<file path="src/rtl/sc_score_pkg.sv">
// Shared constants and state encoding for the score binary-to-BCD converter.
package sc_score_pkg;

    localparam int SC_N_DEF      = 8;
    localparam int SC_DIGITS_DEF = 3;
    localparam int SC_NIB_W      = 4;

    typedef enum logic [1:0] {
        ST_IDLE  = 2'b00,
        ST_SHIFT = 2'b01,
        ST_DONE  = 2'b10
    } sc_state_e;

endpackage

</file>
<file path="src/rtl/sc_score_bcd_if.sv">
// Score bus into the converter and decimal display bus out of it.
interface sc_score_bcd_if
    import sc_score_pkg::*;
#(
    parameter int N      = SC_N_DEF,
    parameter int DIGITS = SC_DIGITS_DEF
);
    logic [N-1:0]          SC_SCORE_BCD_BIN;
    logic [4*DIGITS-1:0]   SC_SCORE_BCD_DIGITS;
    logic [DIGITS-1:0]     SC_SCORE_BCD_BLANK;
    logic                  SC_SCORE_BCD_UPDATED;
    logic                  SC_SCORE_BCD_BUSY;

    modport master (
        output SC_SCORE_BCD_BIN,
        input  SC_SCORE_BCD_DIGITS,
        input  SC_SCORE_BCD_BLANK,
        input  SC_SCORE_BCD_UPDATED,
        input  SC_SCORE_BCD_BUSY
    );

    modport slave (
        input  SC_SCORE_BCD_BIN,
        output SC_SCORE_BCD_DIGITS,
        output SC_SCORE_BCD_BLANK,
        output SC_SCORE_BCD_UPDATED,
        output SC_SCORE_BCD_BUSY
    );
endinterface

</file>
<file path="src/rtl/sc_score_bcd_add3.sv">
// Double-dabble correction cell: a nibble of 5 or more gets 3 added before the shift.
module sc_bcd_add3
    import sc_score_pkg::*;
(
    input  logic [SC_NIB_W-1:0] nib_i,
    output logic [SC_NIB_W-1:0] nib_o
);
    always_comb begin
        nib_o = nib_i;
        if (nib_i >= 4'd5) begin
            nib_o = nib_i + 4'd3;
        end
    end
endmodule

</file>
<file path="src/rtl/sc_score_bcd.sv">
// Sequential double-dabble converter: re-converts whenever the score bus differs
// from the last captured value, one bit per clock, with registered digits and blank mask.
//   state    | meaning
//   ST_IDLE  | waiting for the score to differ from last_q
//   ST_SHIFT | add-3 then shift {bcd, bin} left, N cycles
//   ST_DONE  | load digits/blank, pulse updated, back to idle
module sc_score_bcd
    import sc_score_pkg::*;
#(
    parameter int N      = SC_N_DEF,
    parameter int DIGITS = SC_DIGITS_DEF
)(
    input  logic             SC_SCORE_BCD_CLOCK,
    input  logic             SC_SCORE_BCD_RESET_InLow,
    sc_score_bcd_if.slave    bus
);
    localparam int CNT_W = $clog2(N + 1);
    localparam int BCD_W = 4 * DIGITS;

    sc_state_e           state_q, state_d;
    logic [N-1:0]        last_q, last_d;
    logic [N-1:0]        bin_q, bin_d;
    logic [BCD_W-1:0]    bcd_q, bcd_d;
    logic [CNT_W-1:0]    cnt_q, cnt_d;
    logic [BCD_W-1:0]    digits_q, digits_d;
    logic [DIGITS-1:0]   blank_q, blank_d;
    logic                updated_q, updated_d;
    logic [BCD_W-1:0]    bcd_adj;
    logic [DIGITS-1:0]   blank_nx;

    for (genvar g = 0; g < DIGITS; g++) begin : g_add3
        sc_bcd_add3 u_add3 (
            .nib_i (bcd_q[4*g +: 4]),
            .nib_o (bcd_adj[4*g +: 4])
        );
    end

    // A digit is blanked only if it and every more significant digit is zero.
    always_comb begin
        blank_nx = '0;
        blank_nx[DIGITS-1] = (bcd_q[4*(DIGITS-1) +: 4] == 4'd0);
        for (int i = DIGITS - 2; i >= 1; i--) begin
            blank_nx[i] = blank_nx[i+1] & (bcd_q[4*i +: 4] == 4'd0);
        end
        blank_nx[0] = 1'b0;
    end

    always_comb begin
        state_d   = state_q;
        last_d    = last_q;
        bin_d     = bin_q;
        bcd_d     = bcd_q;
        cnt_d     = cnt_q;
        digits_d  = digits_q;
        blank_d   = blank_q;
        updated_d = 1'b0;
        case (state_q)
            ST_IDLE: begin
                if (bus.SC_SCORE_BCD_BIN != last_q) begin
                    last_d  = bus.SC_SCORE_BCD_BIN;
                    bin_d   = bus.SC_SCORE_BCD_BIN;
                    bcd_d   = '0;
                    cnt_d   = CNT_W'(N);
                    state_d = ST_SHIFT;
                end
            end
            ST_SHIFT: begin
                {bcd_d, bin_d} = {bcd_adj, bin_q} << 1;
                cnt_d = cnt_q - CNT_W'(1);
                if (cnt_q == CNT_W'(1)) begin
                    state_d = ST_DONE;
                end
            end
            ST_DONE: begin
                digits_d  = bcd_q;
                blank_d   = blank_nx;
                updated_d = 1'b1;
                state_d   = ST_IDLE;
            end
            default: state_d = ST_IDLE;
        endcase
    end

    always_ff @(posedge SC_SCORE_BCD_CLOCK or negedge SC_SCORE_BCD_RESET_InLow) begin
        if (!SC_SCORE_BCD_RESET_InLow) begin
            state_q   <= ST_IDLE;
            last_q    <= '0;
            bin_q     <= '0;
            bcd_q     <= '0;
            cnt_q     <= '0;
            digits_q  <= '0;
            blank_q   <= {{(DIGITS-1){1'b1}}, 1'b0};
            updated_q <= 1'b0;
        end else begin
            state_q   <= state_d;
            last_q    <= last_d;
            bin_q     <= bin_d;
            bcd_q     <= bcd_d;
            cnt_q     <= cnt_d;
            digits_q  <= digits_d;
            blank_q   <= blank_d;
            updated_q <= updated_d;
        end
    end

    assign bus.SC_SCORE_BCD_DIGITS  = digits_q;
    assign bus.SC_SCORE_BCD_BLANK   = blank_q;
    assign bus.SC_SCORE_BCD_UPDATED = updated_q;
    assign bus.SC_SCORE_BCD_BUSY    = (state_q != ST_IDLE);
endmodule

</file>
<file path="src/flat_wrapper.sv">
// flat-port wrapper written by rule: the top's interface ports become plain ports
module sc_score_bcd_flat import sc_score_pkg::*;
#(
    parameter int N      = SC_N_DEF,
    parameter int DIGITS = SC_DIGITS_DEF
)
  (SC_SCORE_BCD_CLOCK, SC_SCORE_BCD_RESET_InLow, bus_SC_SCORE_BCD_BIN, bus_SC_SCORE_BCD_DIGITS, bus_SC_SCORE_BCD_BLANK, bus_SC_SCORE_BCD_UPDATED, bus_SC_SCORE_BCD_BUSY);
  sc_score_bcd_if #(.N(N), .DIGITS(DIGITS)) bus_i ();
  input  logic SC_SCORE_BCD_CLOCK;
  input  logic SC_SCORE_BCD_RESET_InLow;
  input wire logic [$bits(bus_i.SC_SCORE_BCD_BIN)-1:0] bus_SC_SCORE_BCD_BIN;
  output wire logic [$bits(bus_i.SC_SCORE_BCD_DIGITS)-1:0] bus_SC_SCORE_BCD_DIGITS;
  output wire logic [$bits(bus_i.SC_SCORE_BCD_BLANK)-1:0] bus_SC_SCORE_BCD_BLANK;
  output wire logic [$bits(bus_i.SC_SCORE_BCD_UPDATED)-1:0] bus_SC_SCORE_BCD_UPDATED;
  output wire logic [$bits(bus_i.SC_SCORE_BCD_BUSY)-1:0] bus_SC_SCORE_BCD_BUSY;
  assign bus_i.SC_SCORE_BCD_BIN = bus_SC_SCORE_BCD_BIN;
  assign bus_SC_SCORE_BCD_DIGITS = bus_i.SC_SCORE_BCD_DIGITS;
  assign bus_SC_SCORE_BCD_BLANK = bus_i.SC_SCORE_BCD_BLANK;
  assign bus_SC_SCORE_BCD_UPDATED = bus_i.SC_SCORE_BCD_UPDATED;
  assign bus_SC_SCORE_BCD_BUSY = bus_i.SC_SCORE_BCD_BUSY;
  sc_score_bcd #(.N(N), .DIGITS(DIGITS)) u_core (.SC_SCORE_BCD_CLOCK(SC_SCORE_BCD_CLOCK), .SC_SCORE_BCD_RESET_InLow(SC_SCORE_BCD_RESET_InLow), .bus(bus_i));
endmodule
</file>
<file path="config.mk">
export PLATFORM = sky130hd
export DESIGN_NAME = sc_score_bcd_flat
export DESIGN_NICKNAME = d
export VERILOG_FILES = /design/src/rtl/sc_score_pkg.sv /design/src/rtl/sc_score_bcd_if.sv /design/src/rtl/sc_score_bcd_add3.sv /design/src/rtl/sc_score_bcd.sv /design/src/flat_wrapper.sv
export SDC_FILE = /design/constraint.sdc
export NUM_CORES = 1
export LEC_CHECK = 0
export ABC_AREA = 1
export BUFFER_PORTS_ARGS = -buffer_cell sky130_fd_sc_hd__buf_2
export CORE_ASPECT_RATIO = 0.6
export CORE_MARGIN = 1
export CORE_UTILIZATION = 58
export DETAILED_ROUTE_END_ITERATION = 10
export HOLD_SLACK_MARGIN = 0.12
export PLACE_DENSITY = 0.79
export SLEW_MARGIN = 20
export SYNTH_ARGS = -nofsm -noshare
export SYNTH_HDL_FRONTEND = slang
export SYNTH_SLANG_ARGS = --single-unit
export TNS_END_PERCENT = 5
</file>
<file path="constraint.sdc">
create_clock -name SC_SCORE_BCD_CLOCK -period 1.75 [get_ports SC_SCORE_BCD_CLOCK]
set_input_delay 0.35 -clock SC_SCORE_BCD_CLOCK [delete_from_list [all_inputs] [get_ports SC_SCORE_BCD_CLOCK]]
set_output_delay 0.35 -clock SC_SCORE_BCD_CLOCK [all_outputs]
set_load 0.1 [all_outputs]
</file>
==> impl_results.md, run 1 <==
- Status: completed
- Class of the worst hold path: input port to flip-flop
- Yosys Warn Count: 0
- Initial core utilization: 63.7%
- Crit path DAT: 1310 ps
- Die Area: 4530 sq um
- ANT nets after route: 0
- TritonCTS clock tree: built
- Crit. End Element: output pin
- GPL Wtd Cong: 0.819
- Setup TNS: 0 ps
- Critical Path Fanout Max: 4
- Ant diodes: 0
- Worst reg-to-reg setup slack: 270 ps
- M3 GR Usage: 7.56%
- Clk buf depth: 2
- Final hold vios: 0
- Reg2Reg Depth: 6
- Met2 Use GR: 35.1%
- Critical path type: flip-flop to output pin
- Post-Syn Instances: 293
- Fmax achieved: 603 MHz
- Sink Count: 49
- Crit start category: flip-flop
- Syn Std Cell Area: 2470 sq um
- Total GRT Usage: 23.6%
- Sequential area share after synthesis: 49.8%
- Vias: 1892
- Final setup fails: 0
- DR pass1 iterations: 4
- Number of DRC markers in iteration 0: 111
- Area added between synthesis and finish: 11.6%
- Max Cap Viol: 0
- GRT Max-Usage Layer: met2
- Port Buffers: 25
- Antenna violations before repair: 0
- Rows: 17
- Root Driver: clkbuf_8
- Area fraction of the dominant cell type after synthesis: 47.7%
- Fraction of layout cells with a size suffix above 1: 16.8%
- Worst-skew pair later-pin latency: 290 ps
- Grt met1 use: 34.4%
- Grt ovf: 0
- First-pass GRT wire length: 8.00 mm
- Final setup margin: 92.6 ps
- Die W: 86.2 microns
- H-Tree Depth: 2
- Core area: 3870 sq um
- Dpl hpwl: 3.27 mm
- Die Y-Extent: 52.5 microns
- Critical R2R Launch: u_core.bcd_q[8]
- Mean Syn Cell Area: 8.42 sq um
- Slew @ Worst Pin: 504 ps
- Boundary Pins: 27
- Fillers: 300
- Slew Limit Fails: 0
- Total Nets Final: 340
- RSZ-0062 raised after global routing: false
- Worst EP required: 1400 ps
- Area of the multi-input gates: 1030 sq um
- Area leader, netlist: dfrtp_1
- Fin crit share: 94.7%
- Via/cell ratio: 5.01
- CTS buffer count: 5
- Layout Skew: 3.86 ps
- Final Util: 71.1%
- Vias in the first global route: 1728
- Setup crit end: bus_SC_SCORE_BCD_BUSY
- Routed len/inst: 12.1 microns
- Post-route DRC: 0
- DP Worst Slack: 180 ps
- Reg clk slew, reported paths: 80 ps
- Max-slew headroom: 66.4%
- Yosys reg bits: 49
- Sequential Area: 1230 sq um
- Synth area leaders: dfrtp_1, nand2_1, o21ai_0, nand3_1, ha_1
- Syn Nets: 312
- Synth unique cells: 29
- Fin crit period: 1660 ps
- Largest net degree at the start of global routing: 34
- Reg2reg end: u_core.bcd_q[10]
- Critical path origin: u_core.state_q[1]
- Routed WL: 4.58 mm
[area by class of cell]
cell class | instances | share of cell area (%)
Timing Repair Buffer | 33 | 7.73
Multi-Input combinational cell | 200 | 37.5
Sequential cell | 49 | 44.7
Clock buffer | 7 | 3.14
Tap cell | 57 | 2.59
Inverter | 32 | 4.37
[synthesized netlist by cell type]
library cell / instances
xnor2_1: 6
nand2_8: 1
a21oi_1: 10
conb_1: 1
o31ai_1: 1
nor2_4: 1
nand2_1: 83
a22oi_1: 1
xor2_1: 1
dfrtp_1: 47
or2_2: 1
buf_4: 1
inv_2: 4
o21ai_0: 40
nand4_1: 1
inv_1: 28
buf_6: 3
buf_2: 4
nor2_2: 1
nand2_4: 1
clkbuf_1: 2
nor2_1: 7
buf_1: 1
nand3_1: 30
dfstp_2: 2
ha_1: 9
buf_12: 1
nand2_2: 4
o211ai_1: 1
[layout by cell type (no fill, tap or decap), drive strengths merged, types with 6 or more instances in the layout]
cell type,Yosys,routed
nand2,89,89
dfrtp,47,47
o21ai,40,40
inv,32,32
buf,10,32
nand3,30,30
a21oi,10,10
ha,9,9
nor2,9,9
clkbuf,2,7
xnor2,6,6
[worst min-delay path by stage]
stage	from	end	slack, ps	cells after the start
2_1_floorplan	SC_SCORE_BCD_RESET_InLow	u_core.bcd_q[0]	50	0
3_5_place_dp	SC_SCORE_BCD_RESET_InLow	u_core.last_q[2]	300	1
3_3_place_gp	SC_SCORE_BCD_RESET_InLow	u_core.last_q[2]	300	1
5_1_grt	bus_SC_SCORE_BCD_BIN[4]	u_core.last_q[4]	320	3
6_report	bus_SC_SCORE_BCD_BIN[1]	u_core.last_q[1]	330	3
4_1_cts	bus_SC_SCORE_BCD_BIN[1]	u_core.last_q[1]	320	3
[layer usage]
layer	vias up	share of wire, %
li1	993	-
met1	866	53
met2	33	43
met3	0	4.0
met4	0	0
met5	-	0
[timing repair]
action | in CTS | in global routing
gates resized for setup | 1 | 1
hold buffers | 1 | 0
endpoints found under the setup margin | 1 | 1
buffers inserted | 0 | 0
endpoints found under the hold margin | 15 | 0
[sequential cells by signal, indices dropped and copies added, names as in the netlist]
signal,cells
u_core.state_q,2
u_core.cnt_q,4
u_core.last_q,8
u_core.bus.SC_SCORE_BCD_UPDATED,1
u_core.bus.SC_SCORE_BCD_DIGITS,12
u_core.bin_q,8
u_core.bus.SC_SCORE_BCD_BLANK,2
u_core.bcd_q,12
[kinds of logic after synthesis]
kind of cell / Yosys count / share of synthesized area (%)
compound gates: 53 / 11.1
xor+xnor: 7 / 2.49
fa+ha+maj: 9 / 4.57
buf+inv: 44 / 8.62
flops: 49 / 49.8
other cells: 1 / 0.152
simple gates: 130 / 23.3
[per-stage QoR]
| stage | hold WS (ps) | instances | instance area [sq um] |
|---|---|---|---|
| 2_1_floorplan | 54.4 | 293 | 2470 |
| 3_3_place_gp | 304 | 370 | 2650 |
| 3_5_place_dp | 301 | 370 | 2650 |
| 4_1_cts | 323 | 378 | 2750 |
| 5_1_grt | 321 | 378 | 2750 |
| 6_report | 331 | 378 | 2750 |
[critical path: stages (launching register included)]
cell and delay, ps:
dfrtp_1 460, nor2_4 90, inv_1 50, buf_2 410
Power of run 1 is not shown: default switching activity piles up to over one toggle a cycle in this logic, so the estimate is an artifact.
==> run 2, diff against run 1 <==
--- a/config.mk
+++ b/config.mk
@@ -7,12 +7,14 @@
 export LEC_CHECK = 0
 export ABC_AREA = 1
 export BUFFER_PORTS_ARGS = -buffer_cell sky130_fd_sc_hd__buf_2
+export CELL_PAD_IN_SITES_DETAIL_PLACEMENT = 0
+export CELL_PAD_IN_SITES_GLOBAL_PLACEMENT = 2
 export CORE_ASPECT_RATIO = 0.6
 export CORE_MARGIN = 1
-export CORE_UTILIZATION = 58
+export CORE_UTILIZATION = 38
 export DETAILED_ROUTE_END_ITERATION = 10
 export HOLD_SLACK_MARGIN = 0.12
-export PLACE_DENSITY = 0.79
+export PLACE_DENSITY = 0.84
 export SLEW_MARGIN = 20
 export SYNTH_ARGS = -nofsm -noshare
 export SYNTH_HDL_FRONTEND = slang
==> constraint.sdc (replaced) <==
create_clock -name SC_SCORE_BCD_CLOCK -period 2 [get_ports SC_SCORE_BCD_CLOCK]
set_input_delay 0.4 -clock SC_SCORE_BCD_CLOCK [delete_from_list [all_inputs] [get_ports SC_SCORE_BCD_CLOCK]]
set_output_delay 0.4 -clock SC_SCORE_BCD_CLOCK [all_outputs]
set_load 0.1 [all_outputs]
==> run 2 against run 1 <==
  * First-iteration DRC count shrank 27%
  * Final cell count grew 7.7%
  * Core utilization shrank 26 points
  * Sequential share of layout area shrank 0.48 points
  * Die area grew 51%
  * Design area grew 1.1%
  * Via count grew 0.53%
  * Routed wire length grew 11%
  * Critical path type unchanged
  * Critical endpoint unchanged
  * Largest cell class unchanged
==> impl_results.md, run 2 (synthesis gave the netlist of run 1 again) <==
- Status: completed
- Die Area: 6830 sq um (+51%)
- Critical path type: flip-flop to output pin
- Post-route DRC: 0 (unchanged)
- DRT met1 WL: 2.92 mm (+21%)
- Die W: 106 microns (+23%)
- Final setup fails: 0 (unchanged)
- Sink Count: 49 (unchanged)
- First-pass GRT wire length: 8.95 mm (+12%)
- Crit. End Element: output pin
- Area added between synthesis and finish: 12.8%
- Commonest cells after routing, fill and taps aside: nand2_1, dfrtp_1, o21ai_0
- Via/cell ratio: 4.67 (-6.6%)
- Post-CTS Setup Inserts: 0 (unchanged)
- Core area: 6190 sq um (+60%)
- DR pass1 iterations: 4 (unchanged)
- Reg clk slew, reported paths: 90 ps (about the same)
- TritonCTS clock tree: built
- WHS Path Cells: 3 (unchanged)
- Root Driver: clkbuf_8
- Max Cap Viol: 0 (unchanged)
- Fraction of layout cells with a size suffix above 1: 17.0% (+0.21 points)
- CP Buf/Inv Count: 2 (unchanged)
- Slew Limit Fails: 0 (unchanged)
- Critical R2R Launch: u_core.last_q[7]
- Top Layer Used: met4
- ANT nets after route: 0 (unchanged)
- Reg2reg end: u_core.last_q[6]
- Clk buf depth: 2 (unchanged)
- Crit start category: flip-flop
- Number of DRC markers in iteration 0: 81 (-27%)
- Worst-skew pair later-pin latency: 300 ps (about the same)
- Reg2Reg Depth: 7 (+1)
- CTS buffer count: 5 (unchanged)
- Initial core utilization: 39.8% (-24 points)
- Ant diodes: 0 (unchanged)
- Setup TNS: 0 ps (unchanged)
- GPL Wtd Cong: 0.779 (-4.9%)
- Routed WL: 5.10 mm (+11%)
- Slowest-stage cell, CP: dfrtp_1
- Fmax achieved: 535 MHz
- DR WL met2: 1.92 mm (-2.7%)
- Die Y-Extent: 64.4 microns (+23%)
- Most common library cell in the layout ignoring fill and taps: nand2_1
- Worst EP required: 1600 ps (+200 ps)
- Vias in the first global route: 1830 (+5.9%)
- Hold Path Sink: u_core.last_q[1]
- Critical Path Fanout Max: 4 (unchanged)
- Fin Hold WS: 375 ps (+43.8 ps)
- Antenna violations before repair: 0 (unchanged)
- Fillers: 632 (+110%)
- Layout Skew: 5.53 ps (+1.67 ps)
- RSZ-0062 raised after global routing: false
- Largest delay share family, worst path: flip-flops
- Post-DP Area: 2690 sq um (+1.6%)
- Worst reg-to-reg setup slack: 480 ps (+210 ps)
- Grt ovf: 0 (unchanged)
- Met3 wire len: 188 microns (+2.2%)
- Fin crit period: 1870 ps
- Total Nets Final: 341 (+0.29%)
- CP max stage delay: 430 ps (-30 ps)
- Rows: 22 (+5)
- Fin crit share: 93.4%
- Class of the worst hold path: input port to flip-flop
- Worst-path cell chain: nor2_1, inv_1, buf_2
- Port Buffers: 25 (unchanged)
- H-Tree Depth: 2 (unchanged)
- Post-route cell area: 2780 sq um (+1.1%)
- Total GRT Usage: 17.1% (-6.5 points)
- Largest net degree at the start of global routing: 30 (-12%)
- Dpl hpwl: 3.63 mm (+11%)
- Crit path DAT: 1470 ps (+160 ps)
- Boundary Pins: 27 (unchanged)
- Final hold vios: 0 (unchanged)
- Routed len/inst: 12.5 microns (+3.3%)
- Hold_sp: bus_SC_SCORE_BCD_BIN[1]
- Vias: 1902 (+0.53%)
-- run 2: what timing repair did --
action | 4_1_cts | 5_1_grt
hold buffers | 1 | 0
endpoints found under the hold margin | 13 | 0
gates resized for setup | 0 | 0
-- run 2: how the worst max path moves through the flow --
stage	startpoint	depth (start not counted)	slack, ps	end
finish	u_core.state_q[1]	3	130	bus_SC_SCORE_BCD_BUSY
CTS	u_core.state_q[1]	3	120	bus_SC_SCORE_BCD_BUSY
floorplan	u_core.state_q[1]	2	470	bus_SC_SCORE_BCD_BUSY
global route	u_core.state_q[1]	3	50	bus_SC_SCORE_BCD_BUSY
detailed placement	bus_SC_SCORE_BCD_BIN[0]	8	360	u_core.last_q[6]
global placement	bus_SC_SCORE_BCD_BIN[6]	9	340	u_core.last_q[5]
-- run 2: area by class of cell --
type	instances	area (sq um)	share of cell area [%]
multi-input cells	200	1020	36.8
well taps	84	105	3.78
repair buffers	34	220	7.92
inverters	32	120	4.32
clock buffers	6	72.6	2.61
flip-flops and latches	49	1230	44.2
clock inverters	2	10.0	0.360
-- run 2: worst min-delay path: stages --
cell and delay (ps):
buf_2 110, inv_2 60, o21ai_0 70
-- run 2: per-layer routing --
layer / vias to the layer above / global-route usage, %
li1: 991 / -
met1: 865 / 25.4
met2: 39 / 24.1
met3: 7 / 3.98
met4: 0 / 5.73
met5: - / 0
-- run 2: per-stage QoR --
step / std cells / setup WS (ps) / util, %
2_1_floorplan: 293 / 469 / -
3_3_place_gp: 398 / 343 / 43.4
3_5_place_dp: 398 / 356 / 43.4
4_1_cts: 407 / 124 / 44.9
5_1_grt: 407 / 50.4 / 44.9
6_report: 407 / 131 / 44.9
Power of run 2 is left out for the same reason.
==> run 3, diff against run 2 <==
--- a/config.mk
+++ b/config.mk
@@ -13,10 +13,10 @@
 export CORE_MARGIN = 1
 export CORE_UTILIZATION = 38
 export DETAILED_ROUTE_END_ITERATION = 10
-export HOLD_SLACK_MARGIN = 0.12
-export PLACE_DENSITY = 0.84
+export HOLD_SLACK_MARGIN = 0.03
+export PLACE_DENSITY = 0.85
 export SLEW_MARGIN = 20
 export SYNTH_ARGS = -nofsm -noshare
 export SYNTH_HDL_FRONTEND = slang
+export SYNTH_HIERARCHICAL = 1
 export SYNTH_SLANG_ARGS = --single-unit
-export TNS_END_PERCENT = 5
==> run 3 against run 2 <==
  * Global-route usage barely moved
  * Core utilization increased by 0.40 points
  * Register-to-register slack better by 40 ps
  * Final cell count grew 8.8%
  * Maximum frequency increased by 1.6%
  * Largest cell class unchanged
==> impl_results.md, run 3 <==
- Post-Syn Instances: 328 (+12%)
- Via/cell ratio: 4.59 (-1.8%)
- Dpl hpwl: 3.71 mm (+2.3%)
- Crit path DAT: 1440 ps (-30 ps)
- Fin crit share: 92.0% (-1.5 points)
- Post-CTS Setup Inserts: 0 (unchanged)
- Routed len/inst: 12.2 microns (-3.0%)
- Final setup fails: 0 (unchanged)
- Met2 Use GR: 21.8% (-2.3 points)
- Commonest cells after routing, fill and taps aside: nand2_1, dfrtp_1, inv_1
- Fmax achieved: 544 MHz (+1.6%)
- Final hold vios: 0 (unchanged)
- Ant diodes: 0 (unchanged)
- Total Nets Final: 373 (+9.4%)
- DR pass1 iterations: 4 (unchanged)
- Syn Std Cell Area: 2660 sq um (+7.8%)
- Grt met1 use: 27.0% (+1.6 points)
- CTS resizes: 0 (unchanged)
- Max-slew headroom: 64.5%
- Initial core utilization: 39.6% (-0.18 points)
- GPL Wtd Cong: 0.780 (+0.14%)
- Yosys Warn Count: 6 (+6)
- Rows: 23 (+4.5%)
- Boundary Pins: 27 (unchanged)
- Slew @ Worst Pin: 529 ps
- ANT nets after route: 0 (unchanged)
- Largest net degree at the start of global routing: 50 (+67%)
- Fin crit period: 1840 ps (-29.3 ps)
- Sink Count: 49 (unchanged)
- Root Driver: clkbuf_16
- Critical Path Fanout Max: 6 (+2)
- Post-DP Area: 2870 sq um (+6.6%)
- Syn Nets: 346 (+11%)
- Crit start category: flip-flop
- Area added between synthesis and finish: 14.3%
- Crit. End Element: output pin
- Antenna violations before repair: 0 (unchanged)
- Status: completed
- Port Buffers: 25 (unchanged)
- Vias in the first global route: 1825 (-0.27%)
- Setup TNS: 0 ps (unchanged)
- Most common library cell in the layout ignoring fill and taps: nand2_1
- Routed WL: 5.39 mm (+5.6%)
- Total GRT Usage: 17.1% (-0.019 points)
- Worst EP required: 1600 ps (about the same)
- Post-route cell area: 3040 sq um (+9.2%)
- GRT Max-Usage Layer: met1
- Worst-skew pair later-pin latency: 290 ps (about the same)
- H-Tree Depth: 2 (unchanged)
- Die Y-Extent: 66.8 microns (+3.7%)
- Vias: 2034 (+6.9%)
- Die W: 110 microns (+3.7%)
- Die Area: 7340 sq um (+7.6%)
- Slew Limit Fails: 0 (unchanged)
- Grt ovf: 0 (unchanged)
- Critical path type: flip-flop to output pin
- Max Cap Viol: 0 (unchanged)
- Core area: 6710 sq um (+8.3%)
- Number of DRC markers in iteration 0: 92 (+14%)
- TritonCTS clock tree: built
- Layout Skew: 10.7 ps (+5.15 ps)
- Reg clk slew, reported paths: 70 ps (-20 ps)
- Class of the worst hold path: input port to asynchronous set/reset pin
- Post-route DRC: 0 (unchanged)
- RSZ-0062 raised after global routing: false
- First-pass GRT wire length: 9.26 mm (+3.5%)
- Mean Syn Cell Area: 8.10 sq um (-3.7%)
- # hold bufs at CTS: 0 (-1)
- CTS buffer count: 5 (unchanged)
- Fraction of layout cells with a size suffix above 1: 22.2% (+5.2 points)
- Clk buf depth: 2 (unchanged)
- M3 GR Usage: 3.91% (-0.066 points)
- Final Util: 45.3% (+0.40 points)
-- run 3: path summary, 6_finish.rpt --
check | cells after the start | to | startpoint | slack (ps)
setup / recovery | 3 | bus_SC_SCORE_BCD_BUSY | u_core/state_q[0] | 160
hold / removal | 2 | u_core/bus.SC_SCORE_BCD_DIGITS[5] | SC_SCORE_BCD_RESET_InLow | 90
setup reg to reg | 10 | u_core/bin_q[5] | u_core/last_q[4] | 520
hold reg to reg | 2 | u_core/bus.SC_SCORE_BCD_DIGITS[9] | u_core/bus.SC_SCORE_BCD_DIGITS[9] | 460
max in group asynchronous | 2 | u_core/bus.SC_SCORE_BCD_BLANK[1] | SC_SCORE_BCD_RESET_InLow | 1640
min in group SC_SCORE_BCD_CLOCK | 3 | u_core/last_q[2] | bus_SC_SCORE_BCD_BIN[2] | 390
-- run 3: final cells by class --
class,count,area [sq um]
fillers,680,3670
inverters,31,116
multi-input cells,236,1220
well taps,87,109
flip-flops and latches,49,1230
repair buffers,32,190
clock inverters,1,30.0
clock buffers,7,143
-- run 3: routing by layer --
layer	share of wire (%)	vias up
li1	-	1068
met1	58	930
met2	37	28
met3	3.4	8
met4	1.3	0
met5	0	-
-- run 3: metrics by stage --
step | hold WS (ps) | cells | setup WS (ps)
floorplan | 104 | 328 | 501
detailed placement | 412 | 435 | 378
CTS | 98.3 | 443 | 115
finish | 94.3 | 443 | 160
global route | 109 | 443 | 53.2
global placement | 412 | 435 | 379
-- run 3: worst max-delay path, stage by stage (launching register included) --
cell and delay [ps]:
dfrtp_1 390, nor2_1 370, inv_1 80, buf_2 300
Power of run 3 is left out for the same reason.
